===== src/rtl/ssd1306_pkg.sv =====
// ssd1306_pkg: shared types and SSD1306 command constants for the SPI transmitter, its drivers and benches
package ssd1306_pkg;
  typedef enum logic [2:0] {IDLE, LEAD, HIGH, LOW, GAP} tx_state_t;
  typedef struct packed {
    logic       dc;
    logic [7:0] data;
  } ssd1306_word_t;
  localparam logic [7:0] CMD_DISPLAY_RESUME = 8'hA4;
  localparam logic [7:0] CMD_DISPLAY_ALL_ON = 8'hA5;
  localparam logic [7:0] CMD_NORMAL         = 8'hA6;
  localparam logic [7:0] CMD_INVERT         = 8'hA7;
  localparam logic [7:0] CMD_DISPLAY_OFF    = 8'hAE;
  localparam logic [7:0] CMD_DISPLAY_ON     = 8'hAF;
  localparam logic [7:0] CMD_SEG_REMAP_0    = 8'hA0;
  localparam logic [7:0] CMD_SEG_REMAP_1    = 8'hA1;
  localparam logic [7:0] CMD_COM_SCAN_INC   = 8'hC0;
  localparam logic [7:0] CMD_COM_SCAN_DEC   = 8'hC8;
  localparam logic [7:0] CMD_MEM_MODE       = 8'h20;
  localparam logic [7:0] CMD_PAGE_BASE      = 8'hB0;
  function automatic logic [7:0] page_cmd(input logic [2:0] page);
    return CMD_PAGE_BASE | {5'd0, page};
  endfunction
endpackage


===== src/rtl/simio_sync_fifo.sv =====
// simio_sync_fifo: single-clock FIFO with full/empty flags, pointers carry one wrap bit
module simio_sync_fifo #(
  parameter int WIDTH = 8,
  parameter int DEPTH = 4
) (
  input  logic             clk_i,
  input  logic             rst_in,
  input  logic             push,
  input  logic             pop,
  input  logic [WIDTH-1:0] wr_data,
  output logic [WIDTH-1:0] rd_data,
  output logic             full,
  output logic             empty
);
  localparam int AW = $clog2(DEPTH);
  localparam logic [AW:0] ONE = 1;
  logic [WIDTH-1:0] mem [DEPTH];
  logic [AW:0] wr_ptr, rd_ptr;
  assign empty = wr_ptr == rd_ptr;
  assign full = wr_ptr == {~rd_ptr[AW], rd_ptr[AW-1:0]};
  assign rd_data = mem[rd_ptr[AW-1:0]];
  always_ff @(posedge clk_i or negedge rst_in)
    if (!rst_in) begin
      wr_ptr <= '0;
      rd_ptr <= '0;
    end else begin
      if (push && !full) wr_ptr <= wr_ptr + ONE;
      if (pop && !empty) rd_ptr <= rd_ptr + ONE;
    end
  always_ff @(posedge clk_i)
    if (push && !full) mem[wr_ptr[AW-1:0]] <= wr_data;
endmodule


===== src/rtl/ssd1306_spi4_tx.sv =====
// ssd1306_spi4_tx: buffered SPI mode-0 byte transmitter for SSD1306, holds CS low across queued bytes
module ssd1306_spi4_tx
  import ssd1306_pkg::*;
#(
  parameter int CLK_DIV    = 2,
  parameter int FIFO_DEPTH = 4
) (
  input  logic       clk_i,
  input  logic       rst_in,
  input  logic       valid_i,
  output logic       ready_o,
  input  logic       dc_i,
  input  logic [7:0] data_i,
  output logic       busy_o,
  output logic       cs_on,
  output logic       sck_o,
  output logic       sdi_o,
  output logic       dc_o
);
  localparam int DW = $clog2(CLK_DIV + 1);
  tx_state_t state;
  ssd1306_word_t wr_word, rd_word;
  logic full, empty, pop, phase_done, frame_end;
  logic [DW-1:0] div_cnt;
  logic [2:0] bit_cnt;
  logic [6:0] shifter;
  assign wr_word = '{dc: dc_i, data: data_i};
  assign phase_done = div_cnt == DW'(CLK_DIV - 1);
  assign frame_end = state == LOW && phase_done && bit_cnt == 3'd0;
  assign pop = !empty && (state == IDLE || frame_end);
  assign ready_o = !full;
  assign busy_o = state != IDLE || !empty;
  simio_sync_fifo #(.WIDTH($bits(ssd1306_word_t)), .DEPTH(FIFO_DEPTH)) u_fifo (
    .clk_i   (clk_i),
    .rst_in  (rst_in),
    .push    (valid_i && !full),
    .pop     (pop),
    .wr_data (wr_word),
    .rd_data (rd_word),
    .full    (full),
    .empty   (empty)
  );
  always_ff @(posedge clk_i or negedge rst_in)
    if (!rst_in) begin
      state   <= IDLE;
      div_cnt <= '0;
      bit_cnt <= 3'd7;
      shifter <= '0;
      cs_on   <= 1'b1;
      sck_o   <= 1'b0;
      sdi_o   <= 1'b0;
      dc_o    <= 1'b0;
    end else begin
      div_cnt <= (state == IDLE || phase_done) ? '0 : div_cnt + DW'(1);
      // a pop happens from IDLE or at the end of bit 0's LOW, so CS stays low between queued bytes
      if (pop) begin
        state   <= LEAD;
        bit_cnt <= 3'd7;
        shifter <= rd_word.data[6:0];
        sdi_o   <= rd_word.data[7];
        dc_o    <= rd_word.dc;
        cs_on   <= 1'b0;
      end else if (phase_done)
        case (state)
          LEAD: begin
            state <= HIGH;
            sck_o <= 1'b1;
          end
          HIGH: begin
            state <= LOW;
            sck_o <= 1'b0;
            if (bit_cnt != 3'd0) begin
              shifter <= {shifter[5:0], 1'b0};
              sdi_o   <= shifter[6];
            end
          end
          LOW:
            if (bit_cnt == 3'd0) begin
              state <= GAP;
              cs_on <= 1'b1;
            end else begin
              state   <= HIGH;
              sck_o   <= 1'b1;
              bit_cnt <= bit_cnt - 3'd1;
            end
          GAP: state <= IDLE;
          default: ;
        endcase
    end
endmodule


===== config.mk =====
export PLATFORM = sky130hd
export DESIGN_NAME = ssd1306_spi4_tx
export DESIGN_NICKNAME = d
export VERILOG_FILES = /design/src/rtl/ssd1306_pkg.sv /design/src/rtl/simio_sync_fifo.sv /design/src/rtl/ssd1306_spi4_tx.sv
export SDC_FILE = /design/constraint.sdc
export NUM_CORES = 1
export LEC_CHECK = 0
export CAP_MARGIN = 20
export CORE_MARGIN = 4
export CORE_UTILIZATION = 50
export CTS_BUF_LIST = sky130_fd_sc_hd__clkbuf_8
export DETAILED_ROUTE_END_ITERATION = 8
export PLACE_DENSITY = 0.76
export REMOVE_ABC_BUFFERS = 1
export SYNTH_ARGS = -nofsm -noshare
export SYNTH_HDL_FRONTEND = slang
export SYNTH_HIERARCHICAL = 1
export SYNTH_SLANG_ARGS = --single-unit

===== constraint.sdc =====
create_clock -name clk_i -period 3.2 [get_ports clk_i]
set_clock_uncertainty 0.15 [all_clocks]
set_input_delay 0.64 -clock clk_i [delete_from_list [all_inputs] [get_ports clk_i]]
set_output_delay 0.64 -clock clk_i [all_outputs]
set_load 0.01 [all_outputs]

; Yosys cells after proc, flatten, opt, wreduce, memory -nomap -nowiden
; Memory sizes are Yosys's and may differ from the RTL's.
; Cells that the tools add are included.
[word_totals]
register_bits = 25
romBits = 0
ramBits = 36
mem_count = 1
in_bits = 12
latch_bits = 0
[mem_list]
columns = name, words, width, rd, rd_clocked_by_memory_dff, wr, line_no
row1 = u_fifo.mem, 4, 9, 1, 0, 1, simio_sync_fifo.sv:17  ; logic [WIDTH-1:0] mem [DEPTH];
[classes]
bitwise_logic = 2
n_shift = 0
n_addsub = 4
n_eq_ne = 9
magnitude_cmp = 0
reduce_logical = 27
div_mod_pow = 0
mux = 25
mul = 0
[ops]
columns = cell, n
row1 = 2-to-1 mux 7 bit, 4
row2 = 2-to-1 mux 3 bit, 7
row3 = case mux 3 bit (4 select lines), 1
row4 = 2-to-1 mux 1 bit, 11
row5 = nonzero test 2 bit, 5
row6 = AND reduction 3 bit, 3
row7 = nonzero test 3 bit, 3
row8 = "adder 3 x 1 -> 3 bit, second input constant", 2
row9 = "equality test 3 x 2 -> 1 bit, second input constant", 2
row10 = equality test 3 bit, 2
row11 = logical AND 1 bit, 6
row12 = logical NOT 3 bit, 2
row13 = nonzero test 5 bit, 1
row14 = AND reduction 4 bit, 1
row15 = "equality test 3 x 1 -> 1 bit, second input constant", 1
row16 = "equality test 3 bit, second input constant", 1
row17 = logical OR 1 bit, 3
row18 = case mux 1 bit (3 select lines), 1
row19 = "subtractor 3 x 1 -> 3 bit, second input constant", 1
row20 = "adder 2 x 1 -> 2 bit, second input constant", 1
row21 = "equality test 2 x 1 -> 1 bit, second input constant", 1
row22 = logical NOT 1 bit, 2
row23 = 2-to-1 mux 2 bit, 1
row24 = "inequality test 2 x 1 -> 1 bit, second input constant", 1
row25 = 3 further kinds, 4

; Longest topological paths before layout
[logic_depth]
depth_word = 7
ltp_mapped = 10
depth_no_buf = 9

; By module
; Netlist, hierarchy kept.
[modules_own_cells]
columns = mod, cells_each, n_inst, area_each_um2
row1 = simio_sync_fifo, 96, 1, 1814.2
row2 = ssd1306_spi4_tx, 93, 1, 1007.2

; Worst setup path before layout
; Ideal clock, no wire load.
[synth_timing]
kind = reg-to-reg
from = register u_fifo.rd_ptr[2]
to = register dc_o
arrival_ps = 1944
stages_incl_launch_ff = 8
setup_slack_ps = 981
path_buffers = 1
cell_sequence = dfrtp_1 -> xor2_2 -> nor3_1 -> or2_1 -> clkbuf_1 -> or2_4 -> inv_2 -> mux2_4
[synth_via]
elab_chain_len = 3
[synth_rtl]
columns = element, line_no
row1 = start: declaration, simio_sync_fifo.sv:18  ; logic [AW:0] wr_ptr, rd_ptr;
row2 = start signal: assignment, simio_sync_fifo.sv:28  ; if (pop && !empty) rd_ptr <= rd_ptr + ONE;
row3 = equality test 3 bit, simio_sync_fifo.sv:19  ; assign empty = wr_ptr == rd_ptr;
row4 = named net empty, ssd1306_spi4_tx.sv:23  ; logic full, empty, pop, phase_done, frame_end;
row5 = logical NOT 1 bit, ssd1306_spi4_tx.sv:30  ; assign pop = !empty && (state == IDLE || frame_end);
row6 = logical AND 1 bit, ssd1306_spi4_tx.sv:30
row7 = named net pop, ssd1306_spi4_tx.sv:23
row8 = end signal: assignment, ssd1306_spi4_tx.sv:61  ; dc_o <= rd_word.dc;
row9 = end: declaration, ssd1306_spi4_tx.sv:18  ; output logic dc_o
; The timed path passes the listed nets, and every way through them passes these cells.
; A chain may end at the register's enable or synchronous reset.

; Final worst setup path
[layout_timing]
from = register u_fifo.rd_ptr[2]
to = output busy_o
[layout_via]
elab_chain_len = 3
[layout_rtl]
columns = element, line_no
row1 = equality test 3 bit, simio_sync_fifo.sv:19
row2 = named net empty, ssd1306_spi4_tx.sv:23
row3 = logical NOT 1 bit, ssd1306_spi4_tx.sv:32  ; assign busy_o = state != IDLE || !empty;
row4 = logical OR 1 bit, ssd1306_spi4_tx.sv:32
row5 = end: declaration, ssd1306_spi4_tx.sv:14  ; output logic busy_o,
; The timed path passes the listed nets, and every way through them passes these cells.

==> flow_metrics.env <==
export IMPL_io_pins=18
export IMPL_path_clk_slew_ns=0.06
export IMPL_post_route_util_pct=59.4
export IMPL_critPathKind="flip-flop to output port"
export IMPL_start_util_pct=51.2
export IMPL_p_total_uw=2860
export IMPL_async_flop_share_pct=41.0
export IMPL_end_kind="output port"
export IMPL_rsz0062_at_grt="no"
export IMPL_area_growth_pct=16.0
export IMPL_cts_root_buf="clkbuf_8"
export IMPL_synth_seq_area_share_pct=60.7
export IMPL_gr_total_overflow=0
export IMPL_dieArea_um2=6910
export IMPL_drtIter0Drc=91
export IMPL_crit_family="simple AND/OR/NAND/NOR gates"
export IMPL_post_cts_resized=0
export IMPL_cts_buffer_depth=2
export IMPL_clkLatencyLatePin_ns=0.33
export IMPL_path_cells="xor2_2 -> nor3_1 -> nand2_1 -> clkdlybuf4s50_1"
export IMPL_top_layer="met4"
export IMPL_power_density_nw_per_um2=875
export IMPL_wl_per_cell_um=16.1
export IMPL_slowest_stage="clkdlybuf4s50_1"
export IMPL_synthCells=189
export IMPL_hold_depth=1
export IMPL_synth_ff_type="edfxtp_1"
export IMPL_finalHoldViolCount=0
export IMPL_clock_sinks=61
export IMPL_holdBufCountCts=0
export IMPL_ys_warn_count=6
export IMPL_peakVddDrop_v=0.000466
export IMPL_gp_congestion=0.808
export IMPL_status="finished clean"
export IMPL_min_period_ns=2.83
export IMPL_hold_path_class="flip-flop to flip-flop"
export IMPL_grt_pass1_wl_mm=8.01
export IMPL_dpl_worst_slack_ns=0.697
export IMPL_r2r_cells=6
export IMPL_path_buf_inv=1
export IMPL_met2_length_mm=2.31
export IMPL_timing_rr_end="u_fifo/mem[3][4]$_DFFE_PP_"
export IMPL_synthDistinctLibCells=53
export IMPL_insertedDiodeCount=0
export IMPL_postCtsSetupBuffers=0
export IMPL_maxCapViolations=0
export IMPL_tns_ns=0
export IMPL_grt_usage_pct=15.2
export IMPL_grt_max_degree=26
export IMPL_max_stage_delay_ns=0.49
export IMPL_synth_enable_flop_cells=36
export IMPL_worstMarginPinSlew_ns=0.438
export IMPL_remaining_drc_errors=0
export IMPL_rrSetupSlack_ns=0.86
export IMPL_drive_gt1_share_pct=22.8
export IMPL_die_h_um=83.1
export IMPL_period_share_pct=88.4
export IMPL_nFillCells=430
export IMPL_viasPerCell=5.27
export IMPL_start_kind="flip-flop"
export IMPL_rows=27
export IMPL_drt_wl_total_mm=4.69
export IMPL_setup_violations=0
export IMPL_tritoncts="done"
export IMPL_avgSynthCellArea_um2=14.9
export IMPL_portBuffers=17
export IMPL_antenna_found_initial=0
export IMPL_worstReg2RegStart="u_fifo/wr_ptr[0]$_DFFE_PN0P_"
export IMPL_nets=234
export IMPL_wl_met1_mm=2.13
export IMPL_max_freq_mhz=354
export IMPL_wl_met3_um=194
export IMPL_die_x_um=83.1
export IMPL_setup_ws_ns=0.373
export IMPL_hold_path_endpoint="div_cnt[0]$_DFF_PN0_"
export IMPL_ys_seq_elements=61
export IMPL_maxSlewHeadroom_pct=70.8
export IMPL_grt_pass1_vias=1645
export IMPL_fp_coreArea_um2=5510
export IMPL_final_antenna_net_count=0
export IMPL_drtPass1Iterations=4
export IMPL_num_vias=1534
export IMPL_numCtsBuffers=9
export IMPL_place_hpwl_mm=3.26
export IMPL_arrival_ns=2.04
export IMPL_crit_fanout=6
export IMPL_critPathRequiredTime_ns=2.41
export IMPL_min_from="div_cnt[0]$_DFF_PN0_"
export IMPL_syn_area_um2=2820
export IMPL_htreeDepth=3
export IMPL_leakage_uw=0.00124
export IMPL_finalMaxSlewViolations=0
[state kept, by name (all words and copies together) (netlist names)]
name and flops:
u_fifo/wr_ptr 3, shifter 7, state 3, dc_o 1
bit_cnt 3, u_fifo/rd_ptr 3, cs_on 1, u_fifo/mem 36
sdi_o 1, div_cnt 2, sck_o 1
[final cells by class]
| type | instances | area [µm²] | area share (%) |
|---|---|---|---|
| clock inverter | 7 | 83.8 | 2.56 |
| tap | 72 | 90.1 | 2.75 |
| sequential | 61 | 1710 | 52.3 |
| clock buffer | 9 | 124 | 3.79 |
| timing repair buffer | 21 | 200 | 6.12 |
| multi-input combinational | 111 | 1020 | 31.3 |
| inverter | 10 | 37.5 | 1.15 |
[metrics by stage]
step / std cells / hold WS [ns] / area (µm²)
after floorplan: 182 / 0.194 / 2770
after global placement: 275 / 0.280 / 3060
after detailed placement: 275 / 0.279 / 3060
after CTS: 291 / 0.287 / 3270
after global routing: 291 / 0.310 / 3270
final: 291 / 0.283 / 3270
[synthesized netlist by cell type, drive strengths merged (3+ instances only)]
master  instances  share of area [%]
inv            10                1.3
xor2            5                2.1
a31oi           3                1.7
xnor2           6                2.4
ha              8                3.5
and3            4               0.89
edfxtp         36                 38
nand2           6               0.80
buf             4                1.2
o31ai           4                1.2
nor2            5               0.67
dfrtp          21                 19
nand3           3               0.71
clkbuf          3               0.44
dfstp           4                3.7
mux2i           5                1.8
and2            3               0.75
nor3           10                1.8
or2             4               0.98
mux4            9                7.2
nand2b          4               0.89
a21oi          10                1.8
[power breakdown]
group	switching [µW]	internal (µW)	leakage, µW
Sequential	161	1090	0.000615
Clock	285	428	0.000109
Combinational	463	439	0.000516
Total	909	1950	0.00124
[how the worst max path moves through the flow]
| stage | from | endpoint | slack, ns | cells past startpoint |
|---|---|---|---|---|
| CTS | u_fifo/rd_ptr[2]$_DFFE_PN0P_ | busy_o | 0.35 | 4 |
| detailed placement | valid_i | u_fifo/mem[3][7]$_DFFE_PP_ | 0.70 | 4 |
| finish | u_fifo/rd_ptr[2]$_DFFE_PN0P_ | busy_o | 0.37 | 4 |
| floorplan | u_fifo/rd_ptr[0]$_DFFE_PN0P_ | dc_o$_DFFE_PN0P_ | 0.75 | 6 |
| global route | u_fifo/rd_ptr[2]$_DFFE_PN0P_ | busy_o | 0.24 | 4 |
| global placement | valid_i | u_fifo/mem[3][6]$_DFFE_PP_ | 0.74 | 4 |
[routing by layer]
metal | global-route usage, % | vias up
met5 | 0 | -
met4 | 7.13 | 0
met3 | 5.16 | 4
met2 | 24.3 | 29
met1 | 18.7 | 741
li1 | - | 760
[cell usage in the layout, fill, tap and decap left out, types with 3 or more instances in the layout]
cell             count
ha_1                 8
xor2_1               3
inv_1               11
buf_4                4
edfxtp_1            36
xnor2_1              4
clkbuf_8             9
dfstp_2              4
a21oi_1             10
clkdlybuf4s50_1     17
and3_1               4
mux2i_1              5
nor3_1              10
mux4_2               9
dfrtp_1             21
nand2b_1             4
nor2_1               5
o31ai_1              3
nand2_1              6
[logic make-up after synthesis]
family	Yosys count	synth area share, %
flops	61	60.7
simple gates	45	9.62
compound gates	32	9.18
buf+inv	17	3.02
mux	15	9.49
xor+xnor	11	4.48
fa+ha+maj	8	3.55
Note: power is estimated with default switching activity, not from simulation.
